**config.mk**
```make
export PLATFORM = sky130hd
export DESIGN_NAME = piso_shift_reg
export DESIGN_NICKNAME = d
export VERILOG_FILES = /design/src/rtl/piso_shift_reg.sv
export SDC_FILE = /design/constraint.sdc
export NUM_CORES = 1
export LEC_CHECK = 0
export ABC_AREA = 1
export BUFFER_PORTS_ARGS = -buffer_cell sky130_fd_sc_hd__buf_2
export CAP_MARGIN = 0
export CORE_UTILIZATION = 24
export CTS_CLUSTER_DIAMETER = 100
export DETAILED_ROUTE_END_ITERATION = 12
export HOLD_SLACK_MARGIN = 0.02
export PLACE_DENSITY = 0.46
export SYNTH_ARGS = -nofsm -noshare
export SYNTH_HDL_FRONTEND = slang
export SYNTH_SLANG_ARGS = --single-unit
```
**constraint.sdc**
```tcl
create_clock -name clk -period 2.6 [get_ports clk]
set_input_delay 0.52 -clock clk [delete_from_list [all_inputs] [get_ports clk]]
set_output_delay 0.52 -clock clk [all_outputs]
set_load 0.01 [all_outputs]
```
**src/rtl/piso_shift_reg.sv**
```systemverilog
// piso_shift_reg: parallel-in serial-out shifter, the transmit-side partner of the SIPO receiver.
//
// A WIDTH-bit word is accepted through a valid/ready handshake. It is then streamed out one bit
// per enabled clock. Back-to-back words are supported: the next word is accepted on the last-bit
// edge, so there is no idle gap between frames.
//
// Parameters:
//   WIDTH      word width in bits (>= 2)
//   MSB_FIRST  1: bit WIDTH-1 goes out first (shift left); 0: bit 0 goes out first (shift right)
//
// Ports:
//   clk           rising-edge clock
//   rst           synchronous active-high reset
//   load_valid    parallel_in holds a word to send
//   load_ready    a word can be accepted this cycle (combinational, depends on shift_en)
//   parallel_in   word to serialise, sampled only on an accept
//   shift_en      advance enable; 0 holds the current bit
//   serial_out    current serial bit (0 when idle)
//   serial_valid  serial_out carries a frame bit
//   last_bit      serial_out is the final bit of the current word
//   busy          a frame is in progress (same as serial_valid)
module piso_shift_reg #(
    parameter int WIDTH     = 4,
    parameter bit MSB_FIRST = 1'b1
) (
    input  logic             clk,
    input  logic             rst,
    input  logic             load_valid,
    output logic             load_ready,
    input  logic [WIDTH-1:0] parallel_in,
    input  logic             shift_en,
    output logic             serial_out,
    output logic             serial_valid,
    output logic             last_bit,
    output logic             busy
);

    localparam int CNT_W = (WIDTH > 2) ? $clog2(WIDTH) : 1;
    localparam logic [CNT_W-1:0] CNT_LAST = CNT_W'(WIDTH - 1);

    typedef enum logic [0:0] {
        ST_IDLE  = 1'b0,
        ST_SHIFT = 1'b1
    } state_e;

    state_e           state_q, state_d;
    logic [WIDTH-1:0] sreg_q, sreg_d;
    logic [CNT_W-1:0] cnt_q, cnt_d;

    // Move the register one place toward the output end, filling with zero.
    function automatic logic [WIDTH-1:0] shift_one(input logic [WIDTH-1:0] v);
        logic [WIDTH-1:0] r;
        if (MSB_FIRST) begin
            r = {v[WIDTH-2:0], 1'b0};
        end else begin
            r = {1'b0, v[WIDTH-1:1]};
        end
        return r;
    endfunction

    // Next-state logic and handshake ready.
    always_comb begin
        state_d    = state_q;
        sreg_d     = sreg_q;
        cnt_d      = cnt_q;
        load_ready = 1'b0;
        case (state_q)
            ST_IDLE: begin
                load_ready = 1'b1;
                if (load_valid) begin
                    sreg_d  = parallel_in;
                    cnt_d   = {CNT_W{1'b0}};
                    state_d = ST_SHIFT;
                end else begin
                    state_d = ST_IDLE;
                end
            end
            ST_SHIFT: begin
                if (shift_en) begin
                    if (cnt_q == CNT_LAST) begin
                        // End of frame: a waiting word chains in with no bubble.
                        load_ready = 1'b1;
                        cnt_d      = {CNT_W{1'b0}};
                        if (load_valid) begin
                            sreg_d  = parallel_in;
                            state_d = ST_SHIFT;
                        end else begin
                            // The final shift leaves sreg all-zero while idle.
                            sreg_d  = shift_one(sreg_q);
                            state_d = ST_IDLE;
                        end
                    end else begin
                        sreg_d = shift_one(sreg_q);
                        cnt_d  = cnt_q + CNT_W'(1);
                    end
                end else begin
                    state_d = ST_SHIFT;
                end
            end
            default: begin
                state_d = ST_IDLE;
                sreg_d  = {WIDTH{1'b0}};
                cnt_d   = {CNT_W{1'b0}};
            end
        endcase
    end

    // State, shift register and bit counter flops.
    always_ff @(posedge clk) begin
        if (rst) begin
            state_q <= ST_IDLE;
            sreg_q  <= {WIDTH{1'b0}};
            cnt_q   <= {CNT_W{1'b0}};
        end else begin
            state_q <= state_d;
            sreg_q  <= sreg_d;
            cnt_q   <= cnt_d;
        end
    end

    // Serial outputs decoded purely from registered state.
    always_comb begin
        serial_valid = 1'b0;
        serial_out   = 1'b0;
        last_bit     = 1'b0;
        if (state_q == ST_SHIFT) begin
            serial_valid = 1'b1;
            serial_out   = MSB_FIRST ? sreg_q[WIDTH-1] : sreg_q[0];
            last_bit     = (cnt_q == CNT_LAST);
        end else begin
            serial_valid = 1'b0;
        end
        busy = serial_valid;
    end

endmodule

```
; ---- Word level (Yosys, flattened, before mapping)
; Cells that the tools add are included.
[totals]
inputBits = 8
register_bits = 7
word_cells = 28
out_inout_bits = 5
[classes]
n_reduce_logical = 1
n_addsub = 1
muxes = 19
eq_ne = 3
bitwise = 1
[op_table]
columns = operator, count
row1 = 4-bit two-way mux, 4
row2 = 1-bit two-way mux, 8
row3 = 4-bit one-hot mux with 2 select lines, 1
row4 = 2-bit two-way mux, 3
row5 = "2-bit inequality test, second input constant", 2
row6 = 1-bit one-hot mux with 2 select lines, 2
row7 = 2-bit one-hot mux with 2 select lines, 1
row8 = "2-bit by 1-bit adder with 2-bit output, second input constant", 1
row9 = "2-bit == test, second input constant", 1
row10 = 2-bit AND reduction, 1
row11 = 1-bit NOT, 1

; ---- Logic depth before layout (Yosys ltp)
[depth]
ltp_word = 4
depth_mapped = 7
ltp_nobuf = 7

; ---- Worst setup path after synthesis
; Ideal clock, no wire load.
[synth_timing]
path_kind = flip-flop to output port
from = reg state_q
to = out serial_out
path_buffers = 1
t_arrival_ns = 0.751
required_time_ns = 2.080
path_stages_with_launch = 4
path_slack_ns = 1.329
cell_sequence = dfxtp_1 buf_2 nand2_1 inv_1
[synth_via]
elab_chain_cells = 1
[synth_lines]
columns = item, line
row1 = "start, declared", 46  ; state_e state_q, state_d;
row2 = "start signal, assigned", 115  ; state_q <= state_d;
row3 = 1-bit two-way mux, 126  ; if (state_q == ST_SHIFT) begin
row4 = "end, declared", 32  ; output logic serial_out,
; Every way passes these cells.

; ---- Worst setup path after layout
[layout_timing]
from = reg state_q
to = out load_ready
[layout_via]
elab_chain_cells = 2
[layout_lines]
columns = item, line
row1 = 1-bit NOT, n/a
row2 = 1-bit one-hot mux with 2 select lines *, 67  ; case (state_q)
row3 = "end, declared", 29  ; output logic load_ready,
; Mark *: on every way between the ends. The rest lies on a longest branch, timed or not.

==> impl_metrics.yaml <==
yosys:
  syn_area_per_cell_um2: 6.44
  synthArstFlopShare_pct: 0
  synth_simple_gate_area_share_pct: 40.4
  yosys.area_share.xor_xnor_pct: 0
  netlist_top_cells_count: "16 x nand2_1, 10 x inv_1, 7 x dfxtp_1, 7 x nor2_1, 6 x a21oi_1"
  syn_inst: 62
  synth_most_common_cell: "nand2_1"
  synth_top_family_by_area: "simple AND/OR/NAND/NOR gates"
  synthFlopType: "dfxtp_1"
  synthMuxAreaShare_pct: 0
  syn_area_um2: 399
  synth_compound_area_share_pct: 8.78
  synth_sequential_area_ratio_pct: 35.1
  yosys.area.top_type: "dfxtp_1"
  synth.distinct_cells: 13
  synth_edf_count: 0
  syn_nets: 71
  synth_area_leaders: "dfxtp_1 35%, nand2_1 15%, inv_1 9.4%"
  ys_warn_count: 0
  synth_top_area_share_pct: 35.1
  ys_ff_latch: 7
  synth_fa_ha_area_share_pct: 3.13
timing:
  worstMarginPinSlew_ns: 0.439
  hold_violations: 0
  relSlewSlack_pct: 70.7
  tns_ns: 0
  finalSetupViolCount: 0
  slew_viol_final: 0
  timing.fmax_mhz: 612
  rsz0062_at_grt: "false"
  fin_skew_ns: 0.00395
  fin_crit_sh_pct: 62.9
  min_period_ns: 1.63
pwr:
  p_clk_share_pct: 37.3
  peakVddDrop_v: 0.000211
  power.switching_uw: 73.5
  fin_total_pwr_uw: 269
  combPwrFrac_pct: 17.0
  power_density_nw_per_um2: 546
  p_seq_share_pct: 45.7
  p_int_uw: 196
  leakagePower_uw: 0.000288
  swShare_pct: 27.3
finish:
  antenna_cells: 0
  final_core_util_pct: 32.3
  fin_area_um2: 493
  drive_gt1_share_pct: 25.0
  synthToLayoutAreaGrowth_pct: 23.5
  nets: 86
grt:
  grt_max_degree: 15
  grt_pass1_wl_um: 1230
  grt_pass1_vias: 286
  gr-total-overflow: 0
  track_usage_pct: 9.54
  antenna_found_initial: 0
routing:
  drtIter0Drc: 4
  viasPerCell: 4.34
  wirelength_um: 804
  ant_nets: 0
  via_count: 399
  drt_first_pass_iters: 4
  drc: 0
  post_drt_wl_per_cell_um: 8.74
placement:
  placed_area_um2: 467
  gp_congestion: 0.684
  hpwl_um: 570
  portBuffers: 12
critical_path:
  crit_path_start_kind: "register"
  r2r_slack_ns: 1.24
  critical_path_class: "register to output port"
  endpoint_kind: "output port"
  required_ns: 2.08
  max_stage_delay_ns: 0.59
  critical_path.cell_chain: "nand2_1 -> buf_2"
  arrival_ns: 1.11
  worstPathMaxFanout: 14
  slowest_stage: "dfxtp_1"
floorplan:
  initial_utilization_pct: 26.2
  io_pins: 13
  die_x_um: 42.8
  rows: 14
  die_h_um: 42.8
  dieArea_um2: 1830
  core_area_um2: 1520
cts:
  hold_buffers: 0
  clk_pin_slew_ns: 0.05
  cts-resized-gates: 0
  ctsLongestPathBuffers: 2
  cts_setup_buffers: 0
  htreeDepth: 1
  cts_tree: "yes"
  cts_buffers: 3
  clock-sinks: 7
  root_buffer: "clkbuf_4"
  clkLatencyLatePin_ns: 0.25
outcome:
  outcome: "finished clean"
hold_path:
  hold_path_class: "input pin to register"
job:
  maxCapViolCount: 0
metrics by stage:
step	setup WS, ns	std cells	hold slack [ns]
floorplan	1.33	62	0.455
global placement	1.20	88	0.478
detailed placement	1.19	88	0.483
CTS	0.948	92	0.456
global route	0.888	92	0.460
finish	0.966	92	0.458
sequential cells by signal, indices dropped and copies added (netlist names):
register  flops
sreg_q        4
cnt_q         2
state_q       1
cell families after synthesis:
| group | Yosys count |
|---|---|
| buffers and inverters | 12 |
| adders and majority gates | 1 |
| DFF | 7 |
| AOI/OAI and AO/OA | 7 |
| and+or+nand+nor | 35 |
power groups by stage:
| stage | combinational (uW) | sequential, uW | clock, uW |
|---|---|---|---|
| 2_1_floorplan | 35.5 | 122 | 0 |
| 3_3_place_gp | 46.4 | 125 | 0 |
| 3_5_place_dp | 45.9 | 125 | 0 |
| 4_1_cts | 46.2 | 123 | 104 |
| 5_1_grt | 53.1 | 124 | 106 |
| 6_report | 45.7 | 123 | 100 |
per-layer routing:
metal	wire length [um]	track usage, %
met1	398	11.6
met2	341	12.1
met3	53	7.66
met4	10	3.75
met5	0	0
critical path, delay by kind of cell, from the launching register on:
kind | cells | cell delay (ns)
buffers and inverters | 1 | 0.16
DFF | 1 | 0.59
and+or+nand+nor | 1 | 0.12
layout by cell type (no fill, tap or decap), drive strengths merged:
| master | netlist | layout |
|---|---|---|
| clkbuf | 0 | 4 |
| or2 | 1 | 1 |
| o21ai | 1 | 1 |
| nand2 | 19 | 19 |
| nor2 | 7 | 7 |
| ha | 1 | 1 |
| nand3 | 4 | 4 |
| buf | 2 | 12 |
| inv | 10 | 10 |
| a21oi | 6 | 6 |
| nand3b | 4 | 4 |
| dfxtp | 7 | 7 |
worst paths after layout:
path | startpoint | endpoint | cells past startpoint
max | state_q | load_ready | 2
min | rst | cnt_q[1] | 2
max reg2reg | state_q | sreg_q[1] | 5
min reg2reg | cnt_q[1] | cnt_q[1] | 2
area by class of cell:
type / instances / area [um2]
fillers: 173 / 1030
well taps: 16 / 20.0
inverters: 10 / 37.5
repair buffers: 12 / 60.1
multi-input cells: 43 / 209
flip-flops and latches: 7 / 140
clock buffers: 4 / 26.3
No activity file was read; power rests on OpenSTA's default activity.
